[config.mk]
export PLATFORM = sky130hd
export DESIGN_NAME = pattern_scan_arbiter
export DESIGN_NICKNAME = d
export VERILOG_FILES = /design/src/rtl/pattern_scan_arbiter.sv
export SDC_FILE = /design/constraint.sdc
export NUM_CORES = 1
export LEC_CHECK = 0
export ABC_CLOCK_PERIOD_IN_PS = 6200
export CAP_MARGIN = 20
export CORE_MARGIN = 4
export CORE_UTILIZATION = 26
export CTS_CLUSTER_DIAMETER = 200
export DETAILED_ROUTE_END_ITERATION = 16
export GPL_ROUTABILITY_DRIVEN = 0
export REMOVE_ABC_BUFFERS = 1
export SYNTH_ARGS = -nofsm -noshare
export SYNTH_HDL_FRONTEND = slang
export SYNTH_SLANG_ARGS = --single-unit
[constraint.sdc]
create_clock -name clk -period 6.2 [get_ports clk]
set_clock_uncertainty 0.1 [all_clocks]
set_input_delay 1.24 -clock clk [delete_from_list [all_inputs] [get_ports clk]]
set_output_delay 1.24 -clock clk [all_outputs]
set_load 0.05 [all_outputs]
[src/rtl/pattern_scan_arbiter.sv]
// Round-robin sharing of one overlapping Mealy serial pattern detector; frame scanned MSB-first, done FRAME_W+1 cycles after grant.
// SCAN_FIRST_MATCH_EN: when defined, a scan stops at its first match and reports a count of 1.
module pattern_scan_arbiter #(
    parameter int               NUM_REQ = 4,
    parameter int               FRAME_W = 16,
    parameter int               PAT_W   = 5,
    parameter logic [PAT_W-1:0] PATTERN = 5'b10001,
    parameter int               CNT_W   = $clog2(FRAME_W + 1)
) (
    input  logic                         clk,
    input  logic                         rst,
    input  logic [NUM_REQ-1:0]           req,
    input  logic [NUM_REQ*FRAME_W-1:0]   frame_in,
    output logic [NUM_REQ-1:0]           grant,
    output logic                         busy,
    output logic                         ser_bit,
    output logic                         ser_valid,
    output logic                         done,
    output logic [$clog2(NUM_REQ)-1:0]   done_id,
    output logic [CNT_W-1:0]             match_count,
    output logic                         match_any
);
    localparam int IDW = $clog2(NUM_REQ);
    localparam int BCW = $clog2(FRAME_W);
    localparam int HW  = PAT_W - 1;

    typedef enum logic [1:0] {IDLE, SHIFT, REPORT} state_t;

    state_t             state, state_nxt;
    logic [IDW-1:0]     rr_ptr;
    logic [FRAME_W-1:0] sreg;
    logic [BCW-1:0]     bitcnt;
    logic [HW-1:0]      hist;
    logic [CNT_W-1:0]   count, count_nxt;
    logic [PAT_W-1:0]   pat_win;
    logic [FRAME_W-1:0] frames [NUM_REQ];
    logic [IDW-1:0]     win_idx, cand;
    logic               win_vld, hit, last, scan_end;

    always_comb begin
        for (int i = 0; i < NUM_REQ; i++) begin
            frames[i] = frame_in[i*FRAME_W +: FRAME_W];
        end
    end

    // Walk downward so the candidate closest to rr_ptr is the last one written.
    always_comb begin
        win_vld = 1'b0;
        win_idx = '0;
        cand    = '0;
        for (int k = NUM_REQ - 1; k >= 0; k--) begin
            cand = IDW'((int'(rr_ptr) + k) % NUM_REQ);
            if (req[cand]) begin
                win_vld = 1'b1;
                win_idx = cand;
            end
        end
    end

    assign ser_valid = (state == SHIFT);
    assign ser_bit   = ser_valid & sreg[FRAME_W-1];
    assign busy      = (state != IDLE);
    assign done      = (state == REPORT);
    assign match_any = |match_count;

    assign pat_win   = {hist, ser_bit};
    assign hit       = ser_valid && (pat_win == PATTERN) && (bitcnt >= BCW'(PAT_W - 1));
    assign last      = (bitcnt == BCW'(FRAME_W - 1));
    assign count_nxt = (hit && !(&count)) ? count + CNT_W'(1) : count;

`ifdef SCAN_FIRST_MATCH_EN
    assign scan_end = last | hit;
`else
    assign scan_end = last;
`endif

    always_comb begin
        state_nxt = state;
        case (state)
            IDLE:    if (win_vld) state_nxt = SHIFT;
            SHIFT:   if (scan_end) state_nxt = REPORT;
            REPORT:  state_nxt = IDLE;
            default: state_nxt = IDLE;
        endcase
    end

    always_ff @(posedge clk) begin
        if (rst) begin
            state <= IDLE;
        end else begin
            state <= state_nxt;
        end
    end

    always_ff @(posedge clk) begin
        if (rst) begin
            grant       <= '0;
            rr_ptr      <= '0;
            done_id     <= '0;
            sreg        <= '0;
            bitcnt      <= '0;
            hist        <= '0;
            count       <= '0;
            match_count <= '0;
        end else begin
            case (state)
                IDLE: begin
                    if (win_vld) begin
                        grant   <= NUM_REQ'(1) << win_idx;
                        done_id <= win_idx;
                        sreg    <= frames[win_idx];
                        bitcnt  <= '0;
                        hist    <= '0;
                        count   <= '0;
                    end
                end
                SHIFT: begin
                    sreg   <= sreg << 1;
                    hist   <= pat_win[HW-1:0];
                    bitcnt <= bitcnt + BCW'(1);
                    count  <= count_nxt;
                    // Final count is published on the edge that enters REPORT.
                    if (scan_end) begin
                        match_count <= count_nxt;
                    end
                end
                REPORT: begin
                    grant  <= '0;
                    rr_ptr <= (done_id == IDW'(NUM_REQ - 1)) ? '0 : done_id + IDW'(1);
                end
                default: begin
                    grant <= '0;
                end
            endcase
        end
    end
endmodule

==> summary.txt, run 1 <==
Critical path
  – Arr. time, crit path: between 2000 and 3000 ps
  – CP cell instances: nand2b_1 -> inv_1 -> clkdlybuf4s50_1
  – Req. time, crit path: 4860 ps
  – Reg2reg start: count[0]
  – FF-to-FF End: match_count[2]
  – Reg2reg path depth: 8
  – CP delay by family, top: buffers and inverters
  – Worst-path fanout max: 21
  – Setup crit end kind: output port
  – Slowest cell on the critical path: clkdlybuf4s50_1
  – CP Buf/Inv Count: 2
  – Worst path max stage delay: 940 ps
  – Kind of critical path: reg2out
  – Startpoint Class: flop
  – R2R setup slack: a little under 4000 ps

Route
  – Vias/cell: between 4 and 5
  – Vias: about 2,200
  – Top Metal Used: met4
  – First DRT Iteration DRCs: 62
  – Detailed Routing Iterations Pass 1: 4
  – DRC Markers: 0
  – Met3 Wirelength: 416 um
  – DRT antenna net count: 0
  – DR WL met2: roughly 2.7 mm
  – Routed WL per cell: 13.1 um
  – WL final: 5.90 mm
  – Metal-1 WL: 2.73 mm

Finish
  – Multi-input logic area: around 1400 um^2
  – Layout cells sized above 1: 4.99%
  – Area grow syn2layout: 43.8%
  – Antenna cells: 0
  – Finished Layout Cells: between 400 and 500
  – Fin nets: ~420
  – Sequential Area: approximately 880 um^2
  – Fillers: approximately 900

CTS
  – Sinks on Clock Net: between 40 and 50
  – Root buffer cell: clkbuf_8
  – H-tree lvl count: 2
  – Hold-fix buffers, CTS: 0
  – Clock Latency Late Sink: just under 300 ps
  – TritonCTS clock tree: done
  – Total setup buffers inserted after CTS: 0
  – Clk pin slew, worst setup/hold paths: roughly 80 ps
  – Inserted Clock Buffers: 5
  – PostCTS Resize Cnt: 0
  – CTS Buffer Depth: 2

Global route
  – Largest net degree at the start of global routing: 43
  – Number of global-route vias before repair: 2,237
  – Total track usage: 10.9%
  – Initial antenna violation count: 0
  – GR Overflow Total: 0
  – First-pass GRT wire length: approximately 10 mm

Power
  – VDD IR max: 105 uV
  – Cell Int Power: 0.528 mW
  – Sw Ratio: about a quarter
  – P_leak: about 1.2 nW
  – Power density over cell area: 203 nW/um^2
  – Clk network pwr share: between 30% and 40%
  – Gate power share: 19.3%
  – Net Sw Power: 0.165 mW
  – Reg power frac: between 40 and 50%

Min path
  – Hold EP: grant[0]
  – Hold Path Class: reg2reg
  – Hold Path Depth: 2
  – Hold Path Origin: grant[0]

Synthesis
  – Yosys Warn Count: 0
  – Post-synthesis sequential area ratio: 37.1%
  – Flops & latches, synth: 44
  – Synth cell types: 39
  – Cell area after synthesis: ~2400 um^2
  – Synthesized area per cell: 9.00 um^2
  – Cell count after synthesis: between 200 and 300

Status
  – Status: finished, final reports clean

Timing
  – Final period util: between 60 and 70%
  – RSZ-0062 raised after global routing: false
  – Setup TNS: 0 ps
  – Tmin final: 4040 ps
  – Slew headroom: 44.7%
  – Slew @ Worst Pin: 829 ps
  – Pins Over Slew Limit: 0
  – Final setup violation count: 0
  – Final hold viol count: 0
  – Max Fclk: 248 MHz

Die
  – Die X: approximately 100 um
  – Core box area: between 8000 and 9000 um^2
  – Die Footprint: 10,700 um^2
  – Ports: 86
  – Initial Util: a little over a quarter
  – FP Rows: 34
  – Die Span Y: roughly 100 um

Place
  – Placed cells: about 440
  – Port buffer count: 85
  – Half-perimeter wire length after placement: between 4 and 5 mm

Flow run
  – Max-Cap Viols: 0
[how the worst max path moves through the flow]
stage | from | endpoint | slack [ps] | cells after the start
final | state[0] | ser_valid | 2160 | 3
after global routing | state[0] | ser_valid | 2020 | 3
after CTS | state[0] | ser_valid | 2180 | 3
after detailed placement | req[0] | count[1] | 2480 | 6
after global placement | state[0] | ser_valid | 2470 | 3
after floorplan | req[0] | sreg[0] | 200 | 3
[final cells by class]
class / instances / area share (%)
inverter: 8 / 0.879
tap: 108 / 3.96
multi-input combinational: 195 / 40.3
timing repair buffer: 87 / 25.3
clock buffer: 5 / 2.01
sequential: 44 / 25.8
clock inverter: 2 / 1.76
[sequential cells by signal, summed over array words and instances (netlist names)]
register / count
bitcnt: 4
count: 5
done_id: 2
grant: 4
hist: 4
match_count: 5
rr_ptr: 2
sreg: 16
state: 2
[cells by family (layout without fill, tap and decap cells)]
kind of cell / Yosys count / count (layout) / synth area share [%]
AND/OR/NAND/NOR: 84 / 84 / 18.1
AO/OA/AOI/OAI: 69 / 69 / 21.1
flip-flops: 44 / 44 / 37.1
multiplexers: 36 / 36 / 15.2
buffers and inverters: 25 / 102 / 5.74
adder cells (fa/ha/maj): 4 / 4 / 2.11
XOR/XNOR: 2 / 2 / 0.738
[Yosys cell counts, drive strengths merged]
library cell	instances	share of area, %
nand2b	6	1.7
xor2	1	0.37
or4	1	0.47
nor2	24	3.8
xnor2	1	0.37
o2111a	1	0.53
nor3b	1	0.32
o211ai	1	0.32
a311oi	5	1.8
and4b	1	0.42
o221ai	17	6.3
buf	10	3.4
and3b	1	0.37
nor2b	1	0.26
a211oi	1	0.32
mux2i	36	15
a22oi	15	4.7
or2	18	4.7
o2bb2a	1	0.42
inv	8	1.3
nand3	4	0.84
a21oi	18	3.8
clkbuf	7	1.1
nor4	1	0.26
dfxtp	44	37
o21ai	4	0.84
and3	2	0.53
nand3b	1	0.32
nand2	19	3.2
o21bai	2	0.95
o22ai	4	1.1
ha	4	2.1
nor3	4	0.84
[tightest hold or removal path, delay by kind of cell (launching register included)]
kind	cells	cell delay [ps]
AOI/OAI and AO/OA	1	50
buffers and inverters	1	50
DFF	1	320
[metrics by stage]
stage / util [%] / instance area (um^2) / hold slack, ps / setup slack (ps) / total power [mW]
final: 38.8 / 3420 / 357 / 2160 / 0.693
after global routing: 38.8 / 3420 / 372 / 2020 / 0.726
after CTS: 38.8 / 3420 / 362 / 2180 / 0.702
after detailed placement: 37.3 / 3290 / 349 / 2480 / 0.448
after global placement: 37.3 / 3290 / 346 / 2470 / 0.448
after floorplan: - / 2270 / 337 / 196 / 0.380
[layer usage]
| layer | vias to the layer above | track usage (%) |
|---|---|---|
| met3 | 5 | 3.98 |
| met4 | 0 | 2.75 |
| met1 | 986 | 13.3 |
| met2 | 57 | 18.4 |
| li1 | 1128 | - |
| met5 | - | 0 |
[cells in the final DEF (no fill, tap or decap), types with 8 or more instances in the layout]
cell,netlist,routed
a21oi_1,18,18
a22oi_1,15,15
clkdlybuf4s50_1,0,85
dfxtp_1,44,44
inv_1,8,8
mux2i_1,36,36
nand2_1,17,17
nor2_1,24,24
o221ai_1,17,17
or2_0,10,10
or2_1,8,8
[power groups by stage]
stage	clock network [mW]	logic (mW)	registers [mW]
6_report	0.252	0.134	0.307
3_3_place_gp	0	0.135	0.313
2_1_floorplan	0	0.0627	0.318
4_1_cts	0.260	0.136	0.307
5_1_grt	0.270	0.147	0.309
3_5_place_dp	0	0.135	0.313
No activity file was read; power rests on OpenSTA's default activity.
==> run 2, diff against run 1 <==
--- a/config.mk
+++ b/config.mk
@@ -5,7 +5,7 @@
 export SDC_FILE = /design/constraint.sdc
 export NUM_CORES = 1
 export LEC_CHECK = 0
-export ABC_CLOCK_PERIOD_IN_PS = 6200
+export ABC_CLOCK_PERIOD_IN_PS = 3760
 export CAP_MARGIN = 20
 export CORE_MARGIN = 4
 export CORE_UTILIZATION = 26
==> constraint.sdc (replaced) <==
create_clock -name clk -period 3.76 [get_ports clk]
set_clock_uncertainty 0.1 [all_clocks]
set_input_delay 0.752 -clock clk [delete_from_list [all_inputs] [get_ports clk]]
set_output_delay 0.752 -clock clk [all_outputs]
set_load 0.05 [all_outputs]
==> summary.txt, run 2 (synthesis results as in run 1) <==
Route
  – DRT antenna net count: 0
  – Vias: approximately 2,200
  – DRC Markers: 0
  – Routed WL per cell: approximately 13 um
  – WL final: between 5 and 6 mm
  – First DRT Iteration DRCs: just over 50
  – Vias/cell: between 4 and 5
  – Detailed Routing Iterations Pass 1: 4

Min path
  – Hold Path Origin: grant[0]
  – Hold EP: grant[0]
  – Hold Path Class: reg2reg
  – Hold Path Depth: 2

Finish
  – Commonest non-fill, non-tap cell in the layout: clkdlybuf4s50_1
  – Layout cells sized above 1: under 10%
  – Largest registers: sreg: 16 flops, count: 5 flops, match_count: 5 flops
  – Finished Layout Cells: roughly 450
  – Largest Register: sreg
  – Fin nets: about 420
  – Most frequent cells in the layout: clkdlybuf4s50_1, dfxtp_1, mux2i_1
  – Area grow syn2layout: 43.6%
  – Antenna cells: 0
  – Largest register FFs: 16

Power
  – VDD IR max: between 100 and 150 uV
  – Cell Int Power: approximately 0.8 mW
  – Clk network pwr share: between 30% and 40%
  – P_leak: around 1.2 nW
  – Sw Ratio: between 20% and 30%
  – Net Sw Power: 0.272 mW
  – Gate power share: ~21%
  – Power density over cell area: approximately 320 nW/um^2
  – Reg power frac: 46.8%
  – Final Total Pwr: approximately 1.1 mW

Timing
  – Slew headroom: 53.3%
  – RSZ-0062 raised after global routing: false
  – Hold Slack: about 360 ps
  – Final period util: between 70% and 80%
  – Tmin final: 2950 ps
  – Pins Over Slew Limit: 0
  – Slew @ Worst Pin: approximately 700 ps
  – Final setup violation count: 0
  – Final hold viol count: 0
  – Setup TNS: 0 ps
  – Max Fclk: approximately 340 MHz

CTS
  – Sinks on Clock Net: 44
  – Total setup buffers inserted after CTS: 0
  – Root buffer cell: clkbuf_8
  – Clk pin slew, worst setup/hold paths: 80 ps
  – PostCTS Resize Cnt: 0
  – Hold-fix buffers, CTS: 0
  – Inserted Clock Buffers: 5
  – Clock Latency Late Sink: slightly below 300 ps
  – H-tree lvl count: 2
  – CTS Buffer Depth: 2
  – TritonCTS clock tree: done

Place
  – Placed cells: 444
  – Port buffer count: 85
  – Half-perimeter wire length after placement: 4.48 mm

Critical path
  – Worst-path fanout max: 11
  – Setup crit end kind: output port
  – FF-to-FF End: match_count[2]
  – CP Launch Point: state[0]
  – Slowest cell on the critical path: clkdlybuf4s50_1
  – Arr. time, crit path: approximately 2100 ps
  – Reg2reg path depth: 8
  – CP cell instances: nand2b_1 -> inv_1 -> clkdlybuf4s50_1
  – Worst path max stage delay: around 820 ps
  – CP Buf/Inv Count: 2
  – CP delay by family, top: buffers and inverters
  – Req. time, crit path: between 2000 and 3000 ps
  – Startpoint Class: flop
  – Reg2reg start: count[0]
  – Kind of critical path: reg2out
  – R2R setup slack: approximately 1500 ps

Global route
  – Total track usage: a little over a tenth
  – Largest net degree at the start of global routing: 37
  – GR Overflow Total: 0
  – Initial antenna violation count: 0
  – Number of global-route vias before repair: between 2,000 and 2,500
  – First-pass GRT wire length: 10.1 mm

Die
  – Initial Util: a little over a quarter
  – FP Rows: 34
  – Die X: ~100 um
  – Core box area: between 8000 and 9000 um^2
  – Die Footprint: 10,700 um^2
  – Die Span Y: just over 100 um
  – Ports: between 80 and 90

Status
  – Status: finished, final reports clean

Flow run
  – Max-Cap Viols: 0
==> run 2: cell count changes in the layout (fill, tap and decap cells not counted), sizes merged <==
cell    change
buf         +2
bufinv      -1
clkbuf      +1
clkinv      +1
==> run 2: power groups by stage <==
stage | combinational, mW | clock, mW | sequential (mW)
after detailed placement | 0.225 | 0 | 0.516
after CTS | 0.225 | 0.368 | 0.505
after floorplan | 0.103 | 0 | 0.524
after global placement | 0.222 | 0 | 0.516
after global routing | 0.243 | 0.389 | 0.510
final | 0.222 | 0.353 | 0.506
==> run 2: cell type report <==
type                    instances  area, um^2
inverters                       8        30.0
flip-flops and latches         44         881
repair buffers                 89         881
clock buffers                   6        72.6
multi-input cells             195        1380
clock inverters                 2        35.0
fillers                       891        5400
well taps                     108         135
==> run 2: worst max-delay path by stage <==
stage / endpoint / cells past startpoint / slack, ps
3_5_place_dp: sreg[2] / 6 / 610
2_1_floorplan: sreg[0] / 3 / -1760
5_1_grt: ser_valid / 3 / 700
4_1_cts: ser_valid / 3 / 770
3_3_place_gp: sreg[1] / 6 / 670
6_report: ser_valid / 3 / 810
==> run 2: metrics by stage <==
step                utilization (%)  setup WS [ps]  instance area (um^2)
finish                         38.7            808                  3410
detailed placement             37.5            606                  3300
global placement               37.5            673                  3300
CTS                            38.7            775                  3410
global route                   38.7            703                  3410
floorplan                         -          -1760                  2270
==> run 2: per-layer routing <==
metal	vias to the layer above	track usage, %	share of wire (%)
met5	-	0	0
met4	0	1.99	0.39
met3	2	3.23	7.2
met2	71	18.1	47
met1	1013	14.1	45
li1	1133	-	-
==> run 2: tightest hold or removal path, cell delays in order, from the launching register on <==
cell and delay (ps):
dfxtp_1 320, inv_1 50, o22ai_1 50
==> run 3, diff against run 2 <==
--- a/config.mk
+++ b/config.mk
@@ -5,7 +5,7 @@
 export SDC_FILE = /design/constraint.sdc
 export NUM_CORES = 1
 export LEC_CHECK = 0
-export ABC_CLOCK_PERIOD_IN_PS = 3760
+export ABC_CLOCK_PERIOD_IN_PS = 2800
 export CAP_MARGIN = 20
 export CORE_MARGIN = 4
 export CORE_UTILIZATION = 26
==> constraint.sdc (replaced) <==
create_clock -name clk -period 2.8 [get_ports clk]
set_clock_uncertainty 0.1 [all_clocks]
set_input_delay 0.56 -clock clk [delete_from_list [all_inputs] [get_ports clk]]
set_output_delay 0.56 -clock clk [all_outputs]
set_load 0.05 [all_outputs]
==> summary.txt, run 3 (synthesis results as in run 1) <==
Finish
  – Antenna cells: 0
  – Largest Register: sreg
  – Commonest non-fill, non-tap cell in the layout: clkdlybuf4s50_1
  – Area grow syn2layout: 47.2%
  – Finished Layout Cells: about 460
  – Largest registers: sreg: 16 flops, count: 5 flops, match_count: 5 flops
  – Fin nets: between 400 and 500
  – Multi-input logic area: between 1000 and 1500 um^2
  – Layout cells sized above 1: approximately 7%
  – Layout Cell Area excl Fill: about 3500 um^2
  – Sequential Area: 881 um^2
  – Most frequent cells in the layout: clkdlybuf4s50_1, dfxtp_1, mux2i_1
  – Fillers: between 800 and 900
  – Largest register FFs: 16

Global route
  – First-pass GRT wire length: slightly above 10 mm
  – Total track usage: between 10% and 20%
  – Largest net degree at the start of global routing: 37
  – Initial antenna violation count: 0
  – Met3 GRT Util: under 10%
  – Met2 Usage GRT: between 10% and 20%
  – Gr busiest metal: met2
  – GR Overflow Total: 0
  – Number of global-route vias before repair: around 2,300
  – M1 GR Usage: between 10 and 15%

CTS
  – Clk pin slew, worst setup/hold paths: roughly 80 ps
  – PostCTS Resize Cnt: 0
  – Hold-fix buffers, CTS: 0
  – Clock Latency Late Sink: 290 ps
  – TritonCTS clock tree: done
  – CTS Buffer Depth: 2
  – Total setup buffers inserted after CTS: 0
  – Root buffer cell: clkbuf_8
  – Sinks on Clock Net: 44
  – Inserted Clock Buffers: 5
  – H-tree lvl count: 2

Die
  – Initial Util: approximately 27%
  – Ports: 86
  – Core box area: between 8000 and 9000 um^2
  – FP Rows: 34
  – Die X: roughly 100 um
  – Die Footprint: between 10,000 and 15,000 um^2
  – Die Span Y: between 100 and 150 um

Power
  – P_leak: around 1.3 nW
  – Net Sw Power: approximately 0.37 mW
  – Final Total Pwr: 1.47 mW
  – Clk network pwr share: between 30% and 40%
  – Cell Int Power: roughly 1.1 mW
  – Sw Ratio: about a quarter
  – Gate power share: 21.7%
  – Reg power frac: 46.1%
  – Power density over cell area: between 400 and 500 nW/um^2
  – VDD IR max: 189 uV

Critical path
  – Kind of critical path: reg2out
  – Req. time, crit path: ~2100 ps
  – Arr. time, crit path: between 1500 and 2000 ps
  – Slowest cell on the critical path: clkdlybuf4s50_1
  – Worst-path fanout max: 8
  – Worst path max stage delay: roughly 870 ps
  – Setup crit end kind: output port
  – CP cell instances: nor2b_1 -> clkdlybuf4s50_1
  – Startpoint Class: flop

Route
  – DRT antenna net count: 0
  – Vias/cell: between 4 and 5
  – Routed WL per cell: 13.3 um
  – Vias: 2,178
  – Detailed Routing Iterations Pass 1: 4
  – WL final: around 6 mm
  – DRC Markers: 0
  – First DRT Iteration DRCs: 77

Place
  – Placed cells: around 450
  – Placement Cell Area: about 3400 um^2
  – Half-perimeter wire length after placement: roughly 4.6 mm
  – Port buffer count: 85

Timing
  – RSZ-0062 raised after global routing: false
  – Final period util: between 90% and 100%
  – Slew headroom: 60.7%
  – Tmin final: between 2000 and 3000 ps
  – Max Fclk: 379 MHz
  – Final setup violation count: 0
  – Slew @ Worst Pin: about 590 ps
  – Pins Over Slew Limit: 0
  – Final hold viol count: 0

Status
  – Status: finished, final reports clean

Min path
  – Hold Path Class: reg2reg

Flow run
  – Max-Cap Viols: 0
-- run 3: cell count changes in the layout (fill, tap and decap cells not counted), sizes merged --
| cell | delta |
|---|---|
| buf | +6 |
| clkdlybuf4s50 | -1 |
-- run 3: area by class of cell --
cell class                 count  area share (%)
multi-input combinational    195            39.3
timing repair buffer          94            27.6
sequential                    44            25.2
tap                          108            3.87
clock buffer                   6            2.08
clock inverter                 2            1.00
inverter                       8           0.859
-- run 3: per-stage QoR --
stage	hold slack, ps	setup WS [ps]	TNS, ps	utilization (%)
2_1_floorplan	337	-2520	-52130	-
3_3_place_gp	348	269	0	38.5
3_5_place_dp	349	246	0	38.5
4_1_cts	362	144	0	39.7
5_1_grt	400	67.9	0	39.7
6_report	357	163	0	39.7
-- run 3: power groups by stage --
stage / sequential (mW) / clock [mW] / combinational (mW)
final: 0.678 / 0.474 / 0.319
after global routing: 0.682 / 0.511 / 0.347
after CTS: 0.678 / 0.490 / 0.323
after detailed placement: 0.692 / 0 / 0.321
after global placement: 0.693 / 0 / 0.320
after floorplan: 0.703 / 0 / 0.139
-- run 3: final timing paths --
check	start	endpoint	slack, ps	cells past startpoint
worst max-delay path	state[1]	done	160	2
worst min-delay path	grant[0]	grant[0]	360	2
worst max register to register	count[0]	match_count[2]	510	8
worst min register to register	grant[0]	grant[0]	360	2
-- run 3: routing by layer --
metal  wire length [um]  vias to the layer above
li1                   -                     1140
met1               2870                      968
met2               2760                       66
met3                401                        4
met4                 47                        0
met5                  0                        -
-- run 3: critical path: cells and delay by family, from the launching register on --
family / cells / cell delay (ps)
and+or+nand+nor: 1 / 340
DFF: 1 / 480
buffers and inverters: 1 / 870
